--- config.mk ---
export PLATFORM = sky130hd
export DESIGN_NAME = fifo_rd_packer_flat
export DESIGN_NICKNAME = d
export VERILOG_FILES = /design/src/rtl/fifo_rd_packer_if.sv /design/src/rtl/fifo_rd_packer.sv /design/src/flat_wrapper.sv
export SDC_FILE = /design/constraint.sdc
export NUM_CORES = 1
export LEC_CHECK = 0
export BUFFER_PORTS_ARGS = -buffer_cell sky130_fd_sc_hd__buf_4
export CAP_MARGIN = 20
export CORE_AREA = 2 2 63 65
export DETAILED_ROUTE_END_ITERATION = 7
export DIE_AREA = 0 0 65 67
export PLACE_DENSITY = 0.78
export RECOVER_POWER = 100
export SKIP_CTS_REPAIR_TIMING = 1
export SLEW_MARGIN = 20
export SYNTH_ARGS = -nofsm -noshare
export SYNTH_HDL_FRONTEND = slang
export SYNTH_SLANG_ARGS = --single-unit
--- constraint.sdc ---
create_clock -name clk -period 3.5 [get_ports clk]
set_clock_uncertainty 0.05 [all_clocks]
set_input_delay 0.175 -clock clk [delete_from_list [all_inputs] [get_ports clk]]
set_output_delay 0.175 -clock clk [all_outputs]
set_load 0.05 [all_outputs]
--- src/rtl/fifo_rd_packer_if.sv ---
// Bundle between fifo_rd_packer and its environment: upstream FIFO read port,
// flush request and the downstream valid/ready word channel.
interface fifo_rd_packer_if;
  localparam int unsigned BYTE_W = 8;
  localparam int unsigned WORD_W = 32;
  localparam int unsigned LANES  = 4;
  localparam int unsigned CNT_W  = 3;

  logic                fifo_empty;
  logic [BYTE_W-1:0]   fifo_rdata;
  logic                fifo_ren;
  logic                flush;
  logic                out_valid;
  logic                out_ready;
  logic [WORD_W-1:0]   out_data;
  logic [LANES-1:0]    out_keep;
  logic [CNT_W-1:0]    bytes_pending;

  // Packer side
  modport master (
    input  fifo_empty, fifo_rdata, flush, out_ready,
    output fifo_ren, out_valid, out_data, out_keep, bytes_pending
  );

  // Environment side (FIFO, flush source, word consumer)
  modport slave (
    output fifo_empty, fifo_rdata, flush, out_ready,
    input  fifo_ren, out_valid, out_data, out_keep, bytes_pending
  );
endinterface

--- src/rtl/fifo_rd_packer.sv ---
// Pops bytes from an upstream FIFO and packs them little-endian into 32-bit words.
// Optional idle-timeout partial-word emit is enabled with macro PACKER_TIMEOUT_EN.
module fifo_rd_packer #(
  parameter int unsigned TIMEOUT = 15
) (
  input  logic              clk,
  input  logic              rst_n,
  fifo_rd_packer_if.master  bus
);
  localparam int unsigned BYTE_W = 8;
  localparam int unsigned WORD_W = 32;
  localparam int unsigned LANES  = 4;
  localparam int unsigned CNT_W  = 3;

  typedef enum logic {S_ASSEMBLE = 1'b0, S_OUTPUT = 1'b1} state_t;

  state_t              r_state;
  state_t              w_state_nxt;
  logic [WORD_W-1:0]   r_data;
  logic [WORD_W-1:0]   w_data_nxt;
  logic [LANES-1:0]    r_keep;
  logic [LANES-1:0]    w_keep_nxt;
  logic [CNT_W-1:0]    r_cnt;
  logic [CNT_W-1:0]    w_cnt_nxt;
  logic                w_pop;
  logic                w_timeout;

`ifdef PACKER_TIMEOUT_EN
  localparam int unsigned IDLE_W = 8;

  logic [IDLE_W-1:0]   r_idle;
  logic [IDLE_W-1:0]   w_idle_nxt;

  // Fires on the edge where the idle count would reach TIMEOUT
  assign w_timeout = (r_state == S_ASSEMBLE) && bus.fifo_empty && (r_cnt != '0) &&
                     ((r_idle + IDLE_W'(1)) == IDLE_W'(TIMEOUT));

  always_comb begin
    w_idle_nxt = r_idle;
    if ((w_state_nxt != r_state) || w_pop) begin
      w_idle_nxt = '0;
    end else if ((r_state == S_ASSEMBLE) && (r_cnt != '0)) begin
      w_idle_nxt = r_idle + IDLE_W'(1);
    end
  end

  always_ff @(posedge clk or negedge rst_n) begin
    if (!rst_n) begin
      r_idle <= '0;
    end else begin
      r_idle <= w_idle_nxt;
    end
  end
`else
  assign w_timeout = 1'b0;
`endif

  // Next-state and datapath update
  always_comb begin
    w_state_nxt = r_state;
    w_data_nxt  = r_data;
    w_keep_nxt  = r_keep;
    w_cnt_nxt   = r_cnt;
    w_pop       = 1'b0;
    case (r_state)
      S_ASSEMBLE: begin
        w_pop = !bus.fifo_empty;
        if (w_pop) begin
          w_data_nxt[{r_cnt[1:0], 3'b000} +: BYTE_W] = bus.fifo_rdata;
          w_keep_nxt[r_cnt[1:0]]                     = 1'b1;
          w_cnt_nxt                                  = r_cnt + CNT_W'(1);
        end
        // A flush counts bytes popped in the same cycle
        if ((w_cnt_nxt == CNT_W'(LANES)) ||
            ((bus.flush || w_timeout) && (w_cnt_nxt != '0))) begin
          w_state_nxt = S_OUTPUT;
        end
      end
      S_OUTPUT: begin
        if (bus.out_ready) begin
          w_state_nxt = S_ASSEMBLE;
          w_data_nxt  = '0;
          w_keep_nxt  = '0;
          w_cnt_nxt   = '0;
        end
      end
      default: begin
        w_state_nxt = S_ASSEMBLE;
      end
    endcase
  end

  always_ff @(posedge clk or negedge rst_n) begin
    if (!rst_n) begin
      r_state <= S_ASSEMBLE;
      r_data  <= '0;
      r_keep  <= '0;
      r_cnt   <= '0;
    end else begin
      r_state <= w_state_nxt;
      r_data  <= w_data_nxt;
      r_keep  <= w_keep_nxt;
      r_cnt   <= w_cnt_nxt;
    end
  end

  assign bus.fifo_ren      = w_pop;
  assign bus.out_valid     = (r_state == S_OUTPUT);
  assign bus.out_data      = r_data;
  assign bus.out_keep      = r_keep;
  assign bus.bytes_pending = r_cnt;
endmodule

--- src/flat_wrapper.sv ---
// flat-port wrapper written by rule: the top's interface ports become plain ports
module fifo_rd_packer_flat 
#(
  parameter int unsigned TIMEOUT = 15
)
  (clk, rst_n, bus_fifo_empty, bus_fifo_rdata, bus_flush, bus_out_ready, bus_fifo_ren, bus_out_valid, bus_out_data, bus_out_keep, bus_bytes_pending);
  fifo_rd_packer_if bus_i ();
  input  logic clk;
  input  logic rst_n;
  input wire logic [$bits(bus_i.fifo_empty)-1:0] bus_fifo_empty;
  input wire logic [$bits(bus_i.fifo_rdata)-1:0] bus_fifo_rdata;
  input wire logic [$bits(bus_i.flush)-1:0] bus_flush;
  input wire logic [$bits(bus_i.out_ready)-1:0] bus_out_ready;
  output wire logic [$bits(bus_i.fifo_ren)-1:0] bus_fifo_ren;
  output wire logic [$bits(bus_i.out_valid)-1:0] bus_out_valid;
  output wire logic [$bits(bus_i.out_data)-1:0] bus_out_data;
  output wire logic [$bits(bus_i.out_keep)-1:0] bus_out_keep;
  output wire logic [$bits(bus_i.bytes_pending)-1:0] bus_bytes_pending;
  assign bus_i.fifo_empty = bus_fifo_empty;
  assign bus_i.fifo_rdata = bus_fifo_rdata;
  assign bus_i.flush = bus_flush;
  assign bus_i.out_ready = bus_out_ready;
  assign bus_fifo_ren = bus_i.fifo_ren;
  assign bus_out_valid = bus_i.out_valid;
  assign bus_out_data = bus_i.out_data;
  assign bus_out_keep = bus_i.out_keep;
  assign bus_bytes_pending = bus_i.bytes_pending;
  fifo_rd_packer #(.TIMEOUT(TIMEOUT)) u_core (.clk(clk), .rst_n(rst_n), .bus(bus_i));
endmodule
==> flow_summary.toml <==
[worst_setup_path]
crit_fanout = 13
rrSetupSlack_ns = 0.65
endpoint = "u_core.bus.out_data[10]"
path_cells = "inv_1 > ha_1 > or3b_1 > a2111oi_2 > a22o_1"
worstSetupPathType = "flop to flop"
cp.required_ns = 3.68
end_kind = "flop"
timing.rr.start = "u_core.bus.bytes_pending[0]"
cp_slowest_cell = "a2111oi_2"
reg2regPathDepth = 5
startpoint_type = "flop"
critical_path.startpoint = "u_core.bus.bytes_pending[0]"
worstPathArrival_ns = 3.04
max_stage_delay_ns = 0.85
worstReg2RegEnd = "u_core.bus.out_data[10]"

[placement]
gp_congestion = 0.773
portBuffers = 53
dpl_worst_slack_ns = 0.838
dp_hpwl_um = 3070

[pwr]
power_uw = 1710
power_leakage_uw = 0.00103
p_sw_share_pct = 49.2
clkPwrFrac_pct = 17.6
seqPwrFrac_pct = 37.9
p_comb_share_pct = 44.5
p_switching_uw = 841
power_per_cell_area_nw_per_um2 = 793
ir_drop_uv = 495
p_int_uw = 869

[logic_synthesis]
ys.warnings.count = 0
yosysTopAreaCell = "dfrtp_1"
yosys-top-cells-area = "dfrtp_1 55%, a22o_1 12%, ha_1 5.5%"
synth_cell_types = 28
syn_area_per_cell_um2 = 12.1
synthCells = 150
seq_area_frac_synth_pct = 55.1
synth_seq_cells = 40
netlist_area_um2 = 1820
syn_nets = 171
yosysTopAreaCellShare_pct = 55.1

[grt]
grt_start_max_net_pins = 41
grt_usage_pct = 22.3
grt_pass1_vias = 1435
antenna_found_initial = 0
overflow = 0
grt_pass1_wl_um = 7120

[layout]
num_antenna_cells = 0
multiInputGateArea_um2 = 686
layout_commonest_cell = "clkbuf_1"
drive_above_1_share_pct = 12.1
final_nets = 226
final_cell_mix = "42 x clkbuf_1, 40 x dfrtp_1, 24 x a22o_1"
seqCellArea_um2 = 1000
area_growth_pct = 18.7
n_fill_cell = 347

[sta]
setup_viol = 0
layout_setup_ws_ns = 0.647
finalHoldViolCount = 0
maxSlewHeadroom_pct = -37.1
drv_slew = 41
min_period_ns = 2.85
worstMarginPinSlew_ns = 2.06
tns_ns = 0
post-route-period-util_pct = 81.5
grt_setup_unrepaired = "no"
hold_ws_ns = 0.0720
fmax_mhz = 350

[die]
ios = 54
placeableCoreArea_um2 = 3610
dieArea_um2 = 4360
dieWidth_um = 65
start_util_pct = 50.4
rows = 22
dieHeight_um = 67

[drt]
ant_nets = 0
drc_errors = 0
drtIter0Drc = 63
vias_per_cell = 5.57
wl_um = 4310
drt_first_pass_iters = 4
vias = 1416
wl_per_cell_um = 17.0

[clocking]
clock_sinks = 40
clkTransAtPathRegs_ns = 0.08
clockBufferDepth = 2
ctsRootBufferMaster = "clkbuf_8"
cts_tree = "done"
clock_latency_ns = 0.29
numCtsBuffers = 5
h-tree-depth = 2

[hold_path]
hp-class = "primary input to flop"
hold-path-cell-count = 2

[outcome]
outcome = "finished with violations"
violations = "max-capacitance violations, max-slew violations"

[run]
cap_violations = 1
power groups by stage:
stage | clock [uW] | combinational (uW) | sequential [uW]
2_1_floorplan | 0 | 358 | 909
3_3_place_gp | 0 | 834 | 648
3_5_place_dp | 0 | 855 | 659
4_1_cts | 308 | 859 | 651
5_1_grt | 333 | 818 | 664
6_report | 301 | 761 | 648
how the worst min path moves through the flow:
stage                            startpoint                          end  slack (ns)
after floorplan                       rst_n  u_core.bus.bytes_pending[0]       -0.17
after global placement                rst_n       u_core.bus.out_data[1]        0.11
after detailed placement              rst_n       u_core.bus.out_data[1]        0.13
after CTS                             rst_n      u_core.bus.out_data[29]       -0.19
after global routing      bus_fifo_rdata[6]      u_core.bus.out_data[22]        0.07
final                     bus_fifo_rdata[0]      u_core.bus.out_data[16]        0.07
synthesized netlist by cell type:
library cell / instances
a311oi_1: 1
o21ai_0: 3
xor2_1: 1
buf_2: 1
o221a_2: 1
a2111oi_4: 2
nor2_1: 1
inv_1: 19
dfrtp_1: 40
xnor2_1: 1
clkbuf_1: 4
and2_1: 1
nor4b_2: 1
a22o_1: 24
a21oi_2: 1
nand3b_1: 1
o22ai_1: 6
nand2b_1: 2
or3b_4: 1
nor2b_1: 1
nor4b_1: 1
ha_1: 8
a21oi_1: 6
buf_6: 1
o211a_1: 1
or2_2: 1
nand2_1: 11
mux2i_1: 9
worst max-delay path, delay by kind of cell, from the launching register on:
kind / cells / cell delay, ns
AOI/OAI and AO/OA: 2 / 1.09
adders and majority gates: 1 / 0.41
buffers and inverters: 1 / 0.21
DFF: 1 / 0.61
and+or+nand+nor: 1 / 0.42
cell families after synthesis:
logic type      count (synthesis)  share of synthesized area, %
mux                             9                          4.96
xor+xnor                        2                         0.964
compound gates                 45                          21.3
fa+ha+maj                       8                          5.51
simple gates                   21                          6.54
flops                          40                          55.1
buf+inv                        25                          5.65
cell type report:
type / count / area share, %
clock buffers: 5 / 3.19
clock inverters: 3 / 0.871
inverters: 19 / 3.31
multi-input cells: 85 / 31.8
flip-flops and latches: 40 / 46.4
well taps: 48 / 2.79
repair buffers: 54 / 11.6
through the flow:
| step | instance area (um2) | utilization (%) | std cells |
|---|---|---|---|
| after detailed placement | 2240 | 62.2 | 245 |
| after floorplan | 1820 | - | 150 |
| after global placement | 2240 | 62.2 | 245 |
| after CTS | 2330 | 64.6 | 253 |
| final | 2160 | 59.8 | 254 |
| after global routing | 2160 | 59.8 | 254 |
metal layers:
| layer | vias to the layer above | global-route usage (%) | wire length [um] |
|---|---|---|---|
| li1 | 643 | - | - |
| met1 | 708 | 28.2 | 1830 |
| met2 | 56 | 35.6 | 2120 |
| met3 | 9 | 6.25 | 273 |
| met4 | 0 | 10.4 | 85 |
| met5 | - | 0 | 0 |
sequential cells by signal, indices dropped and copies added, names as in the netlist:
register / flops
u_core.bus.bytes_pending: 3
u_core.bus.out_valid: 1
u_core.bus.out_data: 32
u_core.bus.out_keep: 4
(Power assumes the default switching activity.)
